## config.mk

```make
export PLATFORM = sky130hd
export DESIGN_NAME = tt_um_serial_adder_acc
export DESIGN_NICKNAME = d
export VERILOG_FILES = /design/src/rtl/tt_um_serial_adder_acc.sv
export SDC_FILE = /design/constraint.sdc
export NUM_CORES = 1
export LEC_CHECK = 0
export CORE_ASPECT_RATIO = 0.9
export CORE_MARGIN = 8
export CORE_UTILIZATION = 40
export CTS_BUF_LIST = sky130_fd_sc_hd__clkbuf_2 sky130_fd_sc_hd__clkbuf_4 sky130_fd_sc_hd__clkbuf_8
export CTS_CLUSTER_SIZE = 30
export DETAILED_ROUTE_END_ITERATION = 8
export GPL_TIMING_DRIVEN = 0
export HOLD_SLACK_MARGIN = 0.03
export PLACE_DENSITY = 0.64
export RECOVER_POWER = 100
export SLEW_MARGIN = 40
export SYNTH_ARGS = -nofsm -noshare
export SYNTH_HDL_FRONTEND = slang
export SYNTH_SLANG_ARGS = --single-unit
export TNS_END_PERCENT = 5
```

## constraint.sdc

```tcl
create_clock -name clk -period 2.3 [get_ports clk]
set_clock_uncertainty 0.2 [all_clocks]
set_input_delay 0.345 -clock clk [delete_from_list [all_inputs] [get_ports clk]]
set_output_delay 0.345 -clock clk [all_outputs]
set_load 0.005 [all_outputs]
```

## src/rtl/tt_um_serial_adder_acc.sv

```systemverilog
// rtl/tt_um_serial_adder_acc.sv - bit-serial adder/accumulator on the Tiny Tapeout tile pinout
// Optional subtract mode is enabled by defining SERIAL_ADDER_SUB_EN.
module tt_um_serial_adder_acc #(
    parameter int WIDTH = 8
) (
    input  logic       clk,
    input  logic       rst_n,
    input  logic       ena,
    input  logic [7:0] ui_in,
    input  logic [7:0] uio_in,
    output logic [7:0] uo_out,
    output logic [7:0] uio_out,
    output logic [7:0] uio_oe
);
    localparam int CW = (WIDTH > 1) ? $clog2(WIDTH) : 1;

    typedef enum logic [1:0] {IDLE, RUN, DONE} state_t;

    state_t           state, state_nxt;
    logic [WIDTH-1:0] a, b, sa, sb, s, r, sum_final;
    logic [CW-1:0]    cnt;
    logic             c, c_flag, v_flag, start_q, acc_q;
    logic             start_edge, last_bit, bit_s, bit_c, sub_req;
    logic             unused;

`ifdef SERIAL_ADDER_SUB_EN
    assign sub_req = uio_in[4];
`else
    assign sub_req = 1'b0;
`endif

    assign unused     = &{1'b0, ena, ui_in, uio_in};
    assign start_edge = uio_in[0] & ~start_q;
    assign last_bit   = (cnt == CW'(WIDTH - 1));
    assign bit_s      = sa[0] ^ sb[0] ^ c;
    assign bit_c      = (sa[0] & sb[0]) | (sa[0] & c) | (sb[0] & c);
    assign sum_final  = {bit_s, s[WIDTH-1:1]};

    always_comb begin
        state_nxt = state;
        case (state)
            IDLE:    if (start_edge) state_nxt = RUN;
            RUN:     if (last_bit) state_nxt = DONE;
            DONE:    state_nxt = IDLE;
            default: state_nxt = IDLE;
        endcase
    end

    always_ff @(posedge clk or negedge rst_n) begin
        if (!rst_n) begin
            state <= IDLE;
        end else begin
            state <= state_nxt;
        end
    end

    always_ff @(posedge clk or negedge rst_n) begin
        if (!rst_n) begin
            a       <= '0;
            b       <= '0;
            sa      <= '0;
            sb      <= '0;
            s       <= '0;
            r       <= '0;
            cnt     <= '0;
            c       <= 1'b0;
            c_flag  <= 1'b0;
            v_flag  <= 1'b0;
            start_q <= 1'b0;
            acc_q   <= 1'b0;
        end else begin
            start_q <= uio_in[0];
            case (state)
                IDLE: begin
                    // A start edge takes priority over any load in the same cycle
                    if (start_edge) begin
                        sa    <= a;
                        sb    <= sub_req ? ~b : b;
                        c     <= sub_req;
                        cnt   <= '0;
                        acc_q <= uio_in[3];
                    end else begin
                        if (uio_in[1]) a <= ui_in[WIDTH-1:0];
                        if (uio_in[2]) b <= ui_in[WIDTH-1:0];
                    end
                end
                RUN: begin
                    s   <= sum_final;
                    sa  <= sa >> 1;
                    sb  <= sb >> 1;
                    c   <= bit_c;
                    cnt <= cnt + CW'(1);
                    // On the last bit sa[0]/sb[0] are the operand MSBs and bit_s the sum MSB
                    if (last_bit) begin
                        r      <= sum_final;
                        c_flag <= bit_c;
                        v_flag <= (sa[0] == sb[0]) && (bit_s != sa[0]);
                        if (acc_q) a <= sum_final;
                    end
                end
                default: ;
            endcase
        end
    end

    assign uo_out  = 8'(r);
    assign uio_out = {v_flag, c_flag, (state == DONE), (state == RUN), 4'b0000};
    assign uio_oe  = 8'hF0;
endmodule

```

Word level (Yosys, flattened, before mapping)
Cells that the tools add are included.
{ "totals": {"ff_bits": 58, "input_bits": 19, "out_inout_bits": 24, "word_cells": 59} }
{ "op_classes": {"add_sub_neg": 1, "n_eq_ne": 10, "mux": 16, "bitwise": 10, "n_reduce_logical": 9} }
{ "ops": {"columns": ["operator", "n"], "rows": [
  ["$mux W8", 6],
  ["$pmux W8 S2", 3],
  ["$reduce_and A2 Y1", 4],
  ["$ne A2 B2 Y1 const B", 3],
  ["$pmux W3 S2", 1],
  ["$reduce_and A5 Y1", 1],
  ["$and A1 B1 Y1", 4],
  ["$mux W2", 2],
  ["$ne A2 B1 Y1 const B", 2],
  ["$pmux W2 S2", 1],
  ["$add A3 B1 Y3 const B", 1],
  ["$eq A3 B3 Y1 const B", 1],
  ["$mux W3", 1],
  ["$reduce_and A3 Y1", 1],
  ["$eq A2 B1 Y1 const B", 1],
  ["$eq A2 B2 Y1 const B", 1],
  ["$logic_not A2 Y1", 1],
  ["$not A1 Y1", 2],
  ["$or A1 B1 Y1", 2],
  ["$pmux W1 S2", 1],
  ["$reduce_bool A2 Y1", 1],
  ["$xor A1 B1 Y1", 2],
  ["$eq A1 B1 Y1", 1],
  ["$logic_and A1 B1 Y1", 1],
  ["other kinds (2)", 2]
]} }

Logic depth before layout (Yosys ltp)
{ "depth": {"word_depth": 5, "ltp_mapped": 6, "mapped_depth_nobuf": 5} }

Worst setup path before layout
Ideal clock, no wire load.
{ "synth_path": {"path_kind": "flip-flop to flip-flop", "from": "reg cnt[0]", "to": "reg a[0]", "setup_ns": 0.125, "arrival_time_ns": 1.630, "t_required_ns": 1.975, "path_slack_ns": 0.345, "path_stages_with_launch": 6, "n_path_buf": 0, "path_cell_list": "dfrtp_1 -> ha_1 -> ha_1 -> inv_1 -> a2111oi_4 -> mux2_2"} }
{ "synth_between": {"elab_chain_cells": 3} }
{ "synth_rtl": {"columns": ["item", "line_no", "source"], "rows": [
  ["start: declaration", "21", "logic [CW-1:0] cnt;"],
  ["start signal: assignment", "92", "cnt <= cnt + CW'(1);"],
  ["$eq A3 B3 Y1", "34", "assign last_bit = (cnt == CW'(WIDTH - 1));"],
  ["$ne A2 B1 Y1 (no line)", null, null],
  ["$reduce_and A5 Y1 (no line)", null, null],
  ["end signal: assignment", "83", "if (uio_in[1]) a <= ui_in[WIDTH-1:0];"],
  ["end signal: assignment", "98", "if (acc_q) a <= sum_final;"],
  ["end: declaration", "20", "logic [WIDTH-1:0] a, b, sa, sb, s, r, sum_final;"]
]} }
No other way between the ends.
A chain may end at the register's enable or synchronous reset.

Worst setup path in the final report
Ends and elaborated chain as after synthesis.

==> impl_results.md <==
- Layout Nets: 260
- # DRC: 0
- Design Area, Final: roughly 3300 µm²
- Clock transition at the registers of the reported paths: about 60 ps
- Clk root buf: clkbuf_8
- DR vias/cell: ~4.6
- Finished Layout Cells: roughly 330
- H-tree levels: 3
- Clk buf depth: 2
- Vias in the first global route: around 1600
- Most common cell after layout, fill and taps aside: mux2_2
- # rows: 28
- Port Buffers: 25
- Mapped cell area: 2650 µm²
- Crit Path Max Fanout: 4
- Die footprint: 9490 µm²
- Die Y: about 93 µm
- Worst Hold Depth: 2
- GR Util All Layers: 0.117
- WL final: approximately 5000 µm
- Most frequent cells in the layout: mux2_2 (69), dfrtp_1 (57), buf_4 (17)
- Register-to-Register Setup Slack: about 150 ps
- Largest net degree at the start of global routing: 35
- Dpl ws: -422 ps
- R2R depth: 6
- Yosys reg bits: 57
- Status: finished, final reports clean
- Crit path DAT: approximately 2200 ps
- Crit path capture type: flip-flop
- # fillers: about 570
- DP HPWL: ~3500 µm
- Die X-Extent: ~100 µm
- Setup ws final: approximately 150 ps
- Sequential share of the synthesized area: 0.538
- Pleak: between 1 and 1.5 nW
- Via count: around 1500
- I/O pins: 43
- Final hold vios: 0
- Post-synth cell types: 28
- Placed Instances: between 300 and 400
- Max Freq: 0.466 GHz
- CP required: between 2000 and 2500 ps
- CTS tree: built
- Final Slew Violations: 0
- Initial antenna violation count: 0
- Core Util, Final: 0.505
- Worst hold start: v_flag
- YS warnings: 0
- # diodes: 0
- Pwr dens: roughly 1400 nW/µm²
- Core ar.: between 6000 and 7000 µm²
- DR iter-0 viols: 35
- Gpl congestion: about 0.71
- TritonRoute pass-1 iters: 4
- CTS sink cnt: 57
- Max_slew headroom: 0.141
- Detail Route Antenna Nets: 0
- Sum Neg Setup Slack: 0 ps
- Least-Margin Pin Slew: 1290 ps
- Area occupied by registers: about 1400 µm²
- Worst setup SP type: flip-flop
- Syn Inst Count: 187
- Power Total: around 4.5 mW
- Share of cells above drive strength 1: 0.467
- Maximum VDD drop: between 600 and 700 µV
- Worst hold slack: ~280 ps
- Max Cap Viol: 0
- Synth-to-Final Area Change: 23.6%
- Area occupied by multi-input gates: around 1100 µm²
- Period utilization: 0.933
- RSZ-0062 raised after global routing: false
- Min Clock Period, post-route: 2150 ps
- Total global routing overflow: 0
- Hold endpoint: v_flag
- R2r endpoint: a[0]
- Clock latency at the later pin of the worst-skew pair: between 300 and 400 ps
- Final setup vio count: 0
- Avg Inst Size Synth: roughly 14 µm²
- Critical R2R Launch: cnt[0]
- Cts bufs inserted: 9
- Post-Place Cell Area: 3070 µm²
- Post-DR wirelength/cell: approximately 15 µm
- First-pass GRT wire length: about 8300 µm
- CP Class: flip-flop to flip-flop
- Starting Density: 0.409
- Worst min-delay path category: flip-flop to flip-flop
## worst max-delay path, stage by stage, from the launching register on
cell       delay [ps]
dfrtp_1           370
ha_1              160
ha_1              160
inv_1              80
a2111oi_4         360
clkbuf_1          320
mux2_2            380
## kinds of logic after synthesis
logic type	count (synthesis)	share of synthesized area
buf+inv	27	0.0657
mux	70	0.297
fa+ha+maj	4	0.0217
compound gates	13	0.0411
xor+xnor	1	0.00331
flops	57	0.538
simple gates	13	0.0298
other cells	2	0.00284
## cell usage after synthesis, drive strengths merged
| master | number | area (µm²) |
|---|---|---|
| mux2 | 69 | 777 |
| dfrtp | 57 | 1430 |
| buf | 23 | 159 |
| a21oi | 3 | 15.0 |
| a22o | 3 | 26.3 |
| ha | 3 | 37.5 |
| inv | 3 | 11.3 |
| nand2 | 3 | 11.3 |
| a22oi | 2 | 15.0 |
| conb | 2 | 7.51 |
| nor2 | 2 | 7.51 |
| nor3b | 2 | 15.0 |
| o21ai | 2 | 10.0 |
| a2111oi | 1 | 27.5 |
| a21o | 1 | 7.51 |
| and2b | 1 | 7.51 |
| and4bb | 1 | 12.5 |
| clkbuf | 1 | 3.75 |
| fa | 1 | 20.0 |
| mux2i | 1 | 10.0 |
| nand2b | 1 | 6.26 |
| nand3b | 1 | 7.51 |
| nor2b | 1 | 6.26 |
| nor3 | 1 | 5.00 |
| o31ai | 1 | 7.51 |
| xnor2 | 1 | 8.76 |
## routing by layer
layer,wire (µm),vias to the layer above,GRT usage,share of wire
met2,2170,32,0.165,0.44
li1,-,739,-,-
met5,0,-,0,0
met4,71,0,0.0558,0.014
met1,2320,749,0.148,0.47
met3,365,10,0.0542,0.074
## power breakdown
part | switching (mW) | internal (mW) | leakage (nW)
Sequential | 0.280 | 1.49 | 0.697
Clock | 0.384 | 0.468 | 0.100
Combinational | 0.708 | 1.22 | 0.692
Total | 1.37 | 3.17 | 1.49
## flip-flops by register name (all words and copies together) (netlist names)
name,flops
a,8
uo_out,8
acc_q,1
v_flag,1
state,2
c,1
c_flag,1
sb,8
b,8
cnt,3
start_q,1
s,7
sa,8
## final cells by class
cell class | instances | area share
plain buffers | 23 | 0.0523
clock buffers | 13 | 0.0508
clock inverters | 3 | 0.00459
inverters | 3 | 0.00344
multi-input cells | 113 | 0.333
flip-flops and latches | 57 | 0.436
well taps | 90 | 0.0344
repair buffers | 30 | 0.0860
## worst max-delay path by stage
stage              start  endpoint  slack, ps  depth (start not counted)
6_report          cnt[0]      a[0]        150                          6
5_1_grt           cnt[0]      a[3]         40                          6
4_1_cts           cnt[0]      a[0]         50                          5
3_5_place_dp   uio_in[0]     sa[3]       -420                          5
3_3_place_gp       rst_n    v_flag      -1180                          1
2_1_floorplan     cnt[0]      a[0]        350                          5
## repair_timing
action,CTS,global route
resized for setup,8,0
hold buffers,1,0
endpoints found under the hold margin,57,0
pin swaps,1,1
setup buffers,1,2
setup endpoints to repair,12,8
Power figures use the tool's default switching activity.
